File: src/rtl/game_state_ctrl_pkg.sv
// Shared game State encodings and widths, imported by this controller and every State consumer.
package game_state_ctrl_pkg;

   localparam int unsigned STATE_W = 2;
   localparam int unsigned TIME_W  = 10;

   // SPAUSE sits on the encoding consumers already treat as their default case.
   typedef enum logic [STATE_W-1:0] {
      SMENU  = 2'd0,
      SGAME  = 2'd1,
      SOVER  = 2'd2,
      SPAUSE = 2'd3
   } game_state_e;

endpackage

File: src/rtl/btn_conditioner.sv
// One push-button path: 2-FF synchronizer, debounce counter and rising-edge one-pulse.
module btn_conditioner #(
   parameter int unsigned DEBOUNCE_CYCLES = 20
) (
   input  logic clk,
   input  logic rst,
   input  logic btn_raw,
   output logic level,
   output logic press
);

   localparam int unsigned CNT_W = $clog2(DEBOUNCE_CYCLES + 1);

   logic             sync1_q, sync1_d;
   logic             sync2_q, sync2_d;
   logic             level_q, level_d;
   logic             prev_q, prev_d;
   logic             press_q, press_d;
   logic [CNT_W-1:0] cnt_q, cnt_d;

   // Level flips only after DEBOUNCE_CYCLES consecutive samples disagree with it.
   always_comb begin
      sync1_d = btn_raw;
      sync2_d = sync1_q;
      level_d = level_q;
      cnt_d   = cnt_q;
      prev_d  = level_q;
      press_d = level_q & ~prev_q;
      if (sync2_q == level_q) begin
         cnt_d = '0;
      end else if (cnt_q == CNT_W'(DEBOUNCE_CYCLES - 1)) begin
         level_d = ~level_q;
         cnt_d   = '0;
      end else begin
         cnt_d = cnt_q + CNT_W'(1);
      end
   end

   always_ff @(posedge clk) begin
      if (rst) begin
         sync1_q <= 1'b0;
         sync2_q <= 1'b0;
         level_q <= 1'b0;
         prev_q  <= 1'b0;
         press_q <= 1'b0;
         cnt_q   <= '0;
      end else begin
         sync1_q <= sync1_d;
         sync2_q <= sync2_d;
         level_q <= level_d;
         prev_q  <= prev_d;
         press_q <= press_d;
         cnt_q   <= cnt_d;
      end
   end

   assign level = level_q;
   assign press = press_q;

endmodule

File: src/rtl/game_state_ctrl.sv
// Menu/game/over controller with button conditioning and per-game countdown.
// Define GAME_PAUSE_EN to add btn_pause and the SPAUSE state.
module game_state_ctrl
   import game_state_ctrl_pkg::*;
#(
   parameter int unsigned DEBOUNCE_CYCLES = 20,
   parameter int unsigned TICK_LEN        = 100000000,
   parameter int unsigned GAME_TIME_S     = 600
) (
   input  logic               clk,
   input  logic               rst,
   input  logic               btn_start,
   input  logic               btn_reset,
`ifdef GAME_PAUSE_EN
   input  logic               btn_pause,
`endif
   input  logic               board_solved,
   output logic [STATE_W-1:0] State,
   output logic [TIME_W-1:0]  time_left,
   output logic               win,
   output logic               start_pulse
);

   localparam int unsigned PRE_W = (TICK_LEN > 1) ? $clog2(TICK_LEN) : 1;

   logic start_level, start_press;
   logic reset_level, reset_press;
   logic pause_press;
   logic unused_levels;

   btn_conditioner #(.DEBOUNCE_CYCLES(DEBOUNCE_CYCLES)) u_start (
      .clk(clk), .rst(rst), .btn_raw(btn_start), .level(start_level), .press(start_press)
   );

   btn_conditioner #(.DEBOUNCE_CYCLES(DEBOUNCE_CYCLES)) u_reset (
      .clk(clk), .rst(rst), .btn_raw(btn_reset), .level(reset_level), .press(reset_press)
   );

`ifdef GAME_PAUSE_EN
   logic pause_level;

   btn_conditioner #(.DEBOUNCE_CYCLES(DEBOUNCE_CYCLES)) u_pause (
      .clk(clk), .rst(rst), .btn_raw(btn_pause), .level(pause_level), .press(pause_press)
   );

   assign unused_levels = start_level ^ reset_level ^ pause_level;
`else
   assign pause_press   = 1'b0;
   assign unused_levels = start_level ^ reset_level;
`endif

   game_state_e       state_q, state_d;
   logic [PRE_W-1:0]  pre_q, pre_d;
   logic [TIME_W-1:0] time_q, time_d;
   logic              win_q, win_d;
   logic              sp_q, sp_d;
   logic              tick_c;

   // Abort press beats everything; in a game, a solve beats the final tick for win.
   always_comb begin
      state_d = state_q;
      pre_d   = pre_q;
      time_d  = time_q;
      win_d   = win_q;
      sp_d    = 1'b0;
      tick_c  = (pre_q == PRE_W'(TICK_LEN - 1));
      if (reset_press) begin
         state_d = SMENU;
      end else begin
         case (state_q)
            SMENU: begin
               if (start_press) begin
                  state_d = SGAME;
                  time_d  = TIME_W'(GAME_TIME_S);
                  pre_d   = '0;
                  win_d   = 1'b0;
                  sp_d    = 1'b1;
               end
            end
            SGAME: begin
               if (pause_press) begin
                  state_d = SPAUSE;
               end else begin
                  pre_d = tick_c ? '0 : pre_q + PRE_W'(1);
                  if (tick_c && (time_q != '0)) begin
                     time_d = time_q - TIME_W'(1);
                  end
                  if (board_solved) begin
                     state_d = SOVER;
                     win_d   = 1'b1;
                  end else if (tick_c && (time_q == TIME_W'(1))) begin
                     state_d = SOVER;
                     win_d   = 1'b0;
                  end
               end
            end
            SOVER: begin
               if (start_press) begin
                  state_d = SMENU;
               end
            end
`ifdef GAME_PAUSE_EN
            SPAUSE: begin
               if (pause_press) begin
                  state_d = SGAME;
               end
            end
`endif
            default: state_d = SMENU;
         endcase
      end
   end

   always_ff @(posedge clk) begin
      if (rst) begin
         state_q <= SMENU;
         pre_q   <= '0;
         time_q  <= '0;
         win_q   <= 1'b0;
         sp_q    <= 1'b0;
      end else begin
         state_q <= state_d;
         pre_q   <= pre_d;
         time_q  <= time_d;
         win_q   <= win_d;
         sp_q    <= sp_d;
      end
   end

   assign State       = state_q;
   assign time_left   = time_q;
   assign win         = win_q;
   assign start_pulse = sp_q;

endmodule

File: config.mk
export PLATFORM = sky130hd
export DESIGN_NAME = game_state_ctrl
export DESIGN_NICKNAME = d
export VERILOG_FILES = /design/src/rtl/game_state_ctrl_pkg.sv /design/src/rtl/btn_conditioner.sv /design/src/rtl/game_state_ctrl.sv
export SDC_FILE = /design/constraint.sdc
export NUM_CORES = 1
export LEC_CHECK = 0
export BUFFER_PORTS_ARGS = -buffer_cell sky130_fd_sc_hd__buf_4
export CORE_ASPECT_RATIO = 1.25
export CORE_MARGIN = 1.5
export CORE_UTILIZATION = 45
export CTS_BUF_LIST = sky130_fd_sc_hd__clkbuf_4 sky130_fd_sc_hd__clkbuf_8
export CTS_CLUSTER_SIZE = 14
export DETAILED_ROUTE_END_ITERATION = 16
export PLACE_DENSITY = 0.7
export SLEW_MARGIN = 20
export SYNTH_ARGS = -nofsm -noshare
export SYNTH_HDL_FRONTEND = slang
export SYNTH_SLANG_ARGS = --single-unit
File: constraint.sdc
create_clock -name clk -period 6.77 [get_ports clk]
set_clock_uncertainty 0.05 [all_clocks]
set_input_delay 1.354 -clock clk [delete_from_list [all_inputs] [get_ports clk]]
set_output_delay 1.354 -clock clk [all_outputs]
set_load 0.01 [all_outputs]
==> run metrics, run 1 <==
routed wire length approximately 5400 microns; Synth Area in Compound Gates approximately 7.7%; RSZ-0062 raised after global routing no; die area 6730 sq um; mux cell area share after synthesis less than 1%; drt wl/cell between 10 and 15 microns; dpl hpwl about 3700 microns; # setup viols final 0; fin crit period roughly 2.4 ns; FF+latch count, synth between 60 and 70; max_cap viols 0; LEAKAGE approximately 1.1 nW; Root Driver clkbuf_8; initial antenna violation count 0; period utilization a little over a third; status completed; Post-synth EDFFs 0; Post-Synth Adder-Cell Area between 2 and 3%; Vias around 2300; core area just over 6000 sq um; CTS resizes 0; synth unique cells 42; Clock Tree Buf Depth 2; maximum vdd ir drop roughly 0.095 mV; Mapped Area 2810 sq um; nature of the critical path startpoint flip-flop; worst hold start u_reset.prev_q$_SDFF_PP0_; post-CTS setup buffers 0; DRC 0; nets@finish between 300 and 400; top cells by instance count after synthesis dfxtp_1, nor2_1, xnor2_1; setup tns final 0 ns; # rows 32; total global routing overflow 0; Die H a little over 90 microns; Max Slew Vio Count 0; GR Util All Layers 17.8%; Cell Pwr Density between 200 and 250 nW/um^2; number of diodes 0; final setup margin 4.41 ns; Crit. End Element primary output; Die Wd 73.7 microns; post-synthesis xor/xnor area fraction under 10%; clock sinks between 60 and 70; Worst slew margin between 50% and 60%; first-pass GRT wire length 9400 microns; Hold Path End u_reset.press$_SDFF_PP0_; vias in the first global route roughly 2100; TritonRoute pass-1 iters 4; post-synthesis instance total 325; DP Worst Slack 4.17 ns; async set-reset flop share out of synthesis 0%; remaining antenna violation count 0; Top FF cell, synth dfxtp_1; start point of the critical path time_left[0]$_SDFFE_PP0P_; DR iter-0 viols around 130; most frequent cell after synthesis dfxtp_1; Final Hold Viols 0; top-level I/O count 19; Worst R2R Path Depth 5; post-synth top area cell dfxtp_1; Avg Cell Area, Syn between 8 and 9 sq um; largest family of logic cells by synthesized area simple AND/OR/NAND/NOR gates; crit-path max cell delay between 0.4 and 0.5 ns; worst r2r dst pre_q[26]$_SDFFE_PP0P_; Post-Synth Simple-Gate Area between 30% and 40%; area share of the largest cell type after synthesis 43.4%; worst-path fanout max 7; Post-Syn Nets 336; P&R area growth vs syn 15.1%; crit-path leading delay family flip-flops; hold path depth 1; PortBufs 18; fmax between 400 and 500 MHz; Worst Max-Slew Pin Slew 0.703 ns; fraction of layout cells with a size suffix above 1 roughly an eighth; pin count of the biggest net entering global routing 26; CTS tree done; synth top area cells dfxtp_1, xnor2_1, nor2_1; flop2flop setup slack around 4.4 ns; critical path cell sequence buf_4; critical path type flip-flop to primary output; slowest CP cell dfxtp_1; clock network latency to the later pin of the worst-skew pair roughly 0.34 ns; Yosys warnings 0; sequential fraction of the synthesis area around 43%; routability congestion estimate a little under 0.8; Initial Utilization 46.2%; min-delay worst type flip-flop to flip-flop; clock-pin slew on the worst setup and hold paths about 0.070 ns; vias per std cell around 5.3; FF-to-FF Start pre_q[9]$_SDFFE_PP0P_; hold buffers post-CTS 0; H-tree depth 3; CP arrival between 0.9 and 1 ns; Worst EP required roughly 5.4 ns; CP Buf/Inv Count 1; total clock buffers created by CTS 9
==> report_power, final <==
group	internal, mW	switching, mW	total (mW)
clock network	0.208	0.151	0.359
registers	0.360	0.000722	0.361
logic	0.00369	0.00633	0.0100
==> layout by cell type (no fill, tap or decap), drive strengths merged, types with 7 or more instances in the layout <==
cell type / n
dfxtp: 61
nor2: 46
xnor2: 23
buf: 19
nand2: 18
inv: 13
nor4: 13
nand3: 13
nor3: 12
nor2b: 11
a21oi: 10
or3: 9
clkbuf: 9
o21ai: 8
or4: 8
nand4: 7
xor2: 7
==> metrics by stage <==
step	instances	hold slack (ns)	util, %	area, sq um	total power, mW
global placement	417	0.322	49.4	3010	0.379
global route	433	0.375	53.2	3240	0.755
detailed placement	417	0.333	49.4	3010	0.379
finish	433	0.352	53.2	3240	0.730
floorplan	325	0.317	-	2810	0.375
CTS	433	0.359	53.1	3230	0.739
==> how the worst max path moves through the flow <==
stage / endpoint / slack, ns / depth (start not counted)
2_1_floorplan: pre_q[10]$_SDFFE_PP0P_ / 4.47 / 4
3_3_place_gp: pre_q[5]$_SDFFE_PP0P_ / 4.21 / 5
3_5_place_dp: pre_q[25]$_SDFFE_PP0P_ / 4.17 / 5
4_1_cts: time_left[9]$_SDFFE_PP0P_ / 4.20 / 6
5_1_grt: pre_q[26]$_SDFFE_PP0P_ / 4.25 / 5
6_report: time_left[0] / 4.41 / 1
==> sequential cells by signal, summed over array words and instances (netlist names), 2 cells and up <==
| signal | cells |
|---|---|
| time_left | 10 |
| u_start.cnt_q | 5 |
| State | 2 |
| u_reset.cnt_q | 5 |
| pre_q | 27 |
==> area by class of cell <==
type                    count  area [sq um]
fillers                   583          2850
multi-input cells         239          1490
flip-flops and latches     61          1220
repair buffers             19           143
clock buffers               9           124
well taps                  85           106
clock inverters             7           100
inverters                  13          48.8
==> metal layers <==
metal | routed length [microns] | global-route usage (%) | vias to the layer above
met5 | 0 | 0 | -
met4 | 109 | 8.02 | 0
met3 | 157 | 5.33 | 9
met2 | 2640 | 28.3 | 29
met1 | 2530 | 21.6 | 1075
li1 | - | - | 1190
==> logic make-up (layout without fill, tap and decap cells) <==
logic type                 count (synthesis)  in the layout
AOI/OAI and AO/OA                         35             35
adders and majority gates                  6              6
xor gates and xnor gates                  30             30
and+or+nand+nor                          166            166
DFF                                       61             61
buffers and inverters                     25             48
muxes                                      2              2
Note: power is estimated with default switching activity, not from simulation.
==> run 2: changes to the inputs <==
--- a/config.mk
+++ b/config.mk
@@ -5,6 +5,7 @@
 export SDC_FILE = /design/constraint.sdc
 export NUM_CORES = 1
 export LEC_CHECK = 0
+export ABC_AREA = 1
 export BUFFER_PORTS_ARGS = -buffer_cell sky130_fd_sc_hd__buf_4
 export CORE_ASPECT_RATIO = 1.25
 export CORE_MARGIN = 1.5
@@ -12,7 +13,7 @@
 export CTS_BUF_LIST = sky130_fd_sc_hd__clkbuf_4 sky130_fd_sc_hd__clkbuf_8
 export CTS_CLUSTER_SIZE = 14
 export DETAILED_ROUTE_END_ITERATION = 16
-export PLACE_DENSITY = 0.7
+export PLACE_DENSITY = 0.72
 export SLEW_MARGIN = 20
 export SYNTH_ARGS = -nofsm -noshare
 export SYNTH_HDL_FRONTEND = slang
==> constraint.sdc (replaced) <==
create_clock -name clk -period 2.1 [get_ports clk]
set_clock_uncertainty 0.05 [all_clocks]
set_input_delay 0.42 -clock clk [delete_from_list [all_inputs] [get_ports clk]]
set_output_delay 0.42 -clock clk [all_outputs]
set_load 0.01 [all_outputs]
==> run 2 against run 1 <==
Compared with the run above:
- flip-flop and latch count stayed put
- routed wire length is 34% higher
- non-clock buffer count is 4 higher
- final cell count is 36% higher
- sequential share of layout area is 4.3 points lower
- worst hold slack worse by 0.13 ns
- cell area is 13% higher
- via count is 34% higher
- utilization is 0.89 points lower
- clock power grew to 3.0 times the previous value
- global-route usage is 3.3 points higher
- critical path depth is 6 higher
- critical endpoint is now time_left[8]$_SDFFE_PP0P_
==> run metrics, run 2 <==
status completed; crit-path leading delay family simple AND/OR/NAND/NOR gates; Die H between 90 and 100 microns; critical path type flip-flop to flip-flop; RSZ-0062 raised after global routing no; vias in the first global route 2948; flop2flop setup slack around 0.30 ns; flip-flop and latch area ~1200 sq um; FF-to-FF Start time_left[4]$_SDFFE_PP0P_; met2 GRT Util between 30% and 40%; commonest non-fill, non-tap cells in the layout nand2_1, nor2_1, dfxtp_1, inv_1, nand3_1; fraction of layout cells with a size suffix above 1 about an eighth; DRC 0; H-tree depth 3; slowest CP cell dfxtp_1; remaining antenna violation count 0; dpl hpwl about 5300 microns; post-synthesis xor/xnor area fraction 2.44%; die area just under 8000 sq um; synth unique cells 34; top cells by instance count after synthesis nand2_1, nor2_1, dfxtp_1; clock-pin slew on the worst setup and hold paths roughly 0.07 ns; GR Util met3 around 4.7%; final setup margin 0.302 ns; first-pass GRT wire length 12800 microns; start point of the critical path time_left[4]$_SDFFE_PP0P_; Clock Tree Buf Depth 2; Max Slew Vio Count 0; pin count of the biggest net entering global routing 24; Worst slew margin between 70 and 80%; setup tns final 0 ns; TritonRoute pass-1 iters 4; post-synth top area cell dfxtp_1; top-level I/O count 19; PortBufs 18; post-synthesis instance total roughly 470; Hold Path End u_reset.sync1_q$_SDFF_PP0_; DR iter-0 viols about 120; fin crit period 1.80 ns; Post-Syn Nets 483; fmax about 560 MHz; Worst R2R Path Depth 7; max reg flops 27; post-CTS setup buffers 0; Worst EP required ~2.3 ns; routed wire length 7320 microns; critical path cell sequence nor2_1 -> nand2_1 -> nor2_1 -> nand3_1 -> nand3_2 -> nand2_1 -> a21oi_1; crit-path max cell delay ~0.36 ns; maximum vdd ir drop between 0.5 and 0.6 mV; Vias about 3100; most frequent cell after synthesis nand2_1; nets@finish 507; sequential fraction of the synthesis area between 30% and 40%; Cell Pwr Density 629 nW/um^2; worst-path fanout max 11; Initial Utilization a little under half; Final Hold Viols 0; CTS resizes 0; LEAKAGE about 1.4 nW; CP arrival roughly 2 ns; Fillers between 700 and 800; Synth Area in Compound Gates slightly below 8%; total global routing overflow 0; area share of the largest cell type after synthesis between 30% and 40%; Yosys warnings 0; Mapped Area between 3000 and 4000 sq um; Die Wd 78.8 microns; Post-Synth Adder-Cell Area ~2.3%; hold buffers post-CTS 0; Crit. End Element flip-flop; number of diodes 0; gr busiest metal met2; period utilization between 80 and 90%; area of the multi-input gates approximately 1700 sq um; routability congestion estimate between 0.9 and 1; Root Driver clkbuf_8; core area roughly 7000 sq um; FF+latch count, synth around 60; min-delay worst type input port to flip-flop; clock network latency to the later pin of the worst-skew pair about 0.36 ns; worst r2r dst time_left[8]$_SDFFE_PP0P_; GR Util All Layers between 20% and 30%; total clock buffers created by CTS 9; DP Worst Slack 0.310 ns; # rows 34; CP Buf/Inv Count 0; initial antenna violation count 0; P&R area growth vs syn 12.9%; largest family of logic cells by synthesized area simple AND/OR/NAND/NOR gates; Worst Max-Slew Pin Slew 0.440 ns; vias per std cell roughly 5.2; # setup viols final 0; async set-reset flop share out of synthesis 0%; Post-synth EDFFs 0; max_cap viols 0; leading cell type in the layout, fill and taps excluded nand2_1; synth top area cells dfxtp_1, nand2_1, nor2_1; Post-Synth Simple-Gate Area between 40% and 50%; Avg Cell Area, Syn ~6.8 sq um; drt wl/cell 12.4 microns; mux cell area share after synthesis 0%; worst hold start btn_reset; Top FF cell, synth dfxtp_1; Reg with most FFs pre_q; nature of the critical path startpoint flip-flop; clock sinks 61; met1 global-route usage approximately a quarter; hold path depth 3; CTS tree done
run 2: changes by cell type in the layout (fill, tap and decap cells not counted), moves of 6 or more:
cell / previous run / this run
nand2_1: 18 / 93
inv_1: 13 / 60
nor2_1: 46 / 78
nand3_1: 11 / 37
xnor2_1: 23 / 1
a21oi_1: 10 / 29
nand4_1: 7 / 21
nor4_1: 13 / 0
nor2b_1: 11 / 0
or3_1: 9 / 0
or4_1: 8 / 0
o31ai_1: 6 / 0
run 2: metal layers:
metal | vias up | part of all wire [%] | wire [microns]
met5 | - | 0 | 0
met4 | 0 | 3.0 | 221
met3 | 21 | 4.2 | 306
met2 | 81 | 49 | 3610
met1 | 1415 | 43 | 3180
li1 | 1575 | - | -
run 2: worst register-to-register path, cell delays in order (launching register included):
cell and delay (ns):
dfxtp_1 0.36, nor2_1 0.24, nand2_1 0.11, nor2_1 0.09
nand3_1 0.32, nand3_2 0.33, nand2_1 0.08, a21oi_1 0.14
run 2: power by group:
part	internal (mW)	switching, mW	leakage, nW
registers	1.16	0.00213	0.492
logic	0.0132	0.0249	0.849
clock network	0.563	0.529	0.101
run 2: cells by family after synthesis:
| group | after synthesis |
|---|---|
| adders and majority gates | 6 |
| and+or+nand+nor | 276 |
| DFF | 61 |
| AOI/OAI and AO/OA | 47 |
| buffers and inverters | 73 |
| xor gates and xnor gates | 9 |
run 2: cell type report:
type / count / share of cell area [%]
multi-input combinational: 338 / 46.6
clock buffer: 9 / 3.40
tap: 90 / 3.09
inverter: 63 / 6.48
sequential: 61 / 33.5
clock inverter: 7 / 2.23
timing repair buffer: 23 / 4.73
run 2: worst max-delay path by stage:
| stage | to | slack (ns) | cells after the start |
|---|---|---|---|
| global placement | pre_q[21]$_SDFFE_PP0P_ | 0.36 | 10 |
| floorplan | time_left[0]$_SDFFE_PP0P_ | 0.53 | 11 |
| global route | time_left[3]$_SDFFE_PP0P_ | 0.1 | 7 |
| detailed placement | pre_q[21]$_SDFFE_PP0P_ | 0.31 | 10 |
| CTS | pre_q[21]$_SDFFE_PP0P_ | 0.30 | 10 |
| finish | time_left[8]$_SDFFE_PP0P_ | 0.30 | 7 |
run 2: through the flow:
stage / total power, mW / hold slack, ns / std cells / utilization [%] / instance area [sq um]
2_1_floorplan: 1.22 / 0.323 / 472 / - / 3230
3_3_place_gp: 1.23 / 0.329 / 575 / 49.3 / 3440
3_5_place_dp: 1.23 / 0.331 / 575 / 49.3 / 3440
4_1_cts: 2.32 / 0.211 / 591 / 52.3 / 3650
5_1_grt: 2.38 / 0.213 / 591 / 52.3 / 3650
6_report: 2.29 / 0.217 / 591 / 52.3 / 3650
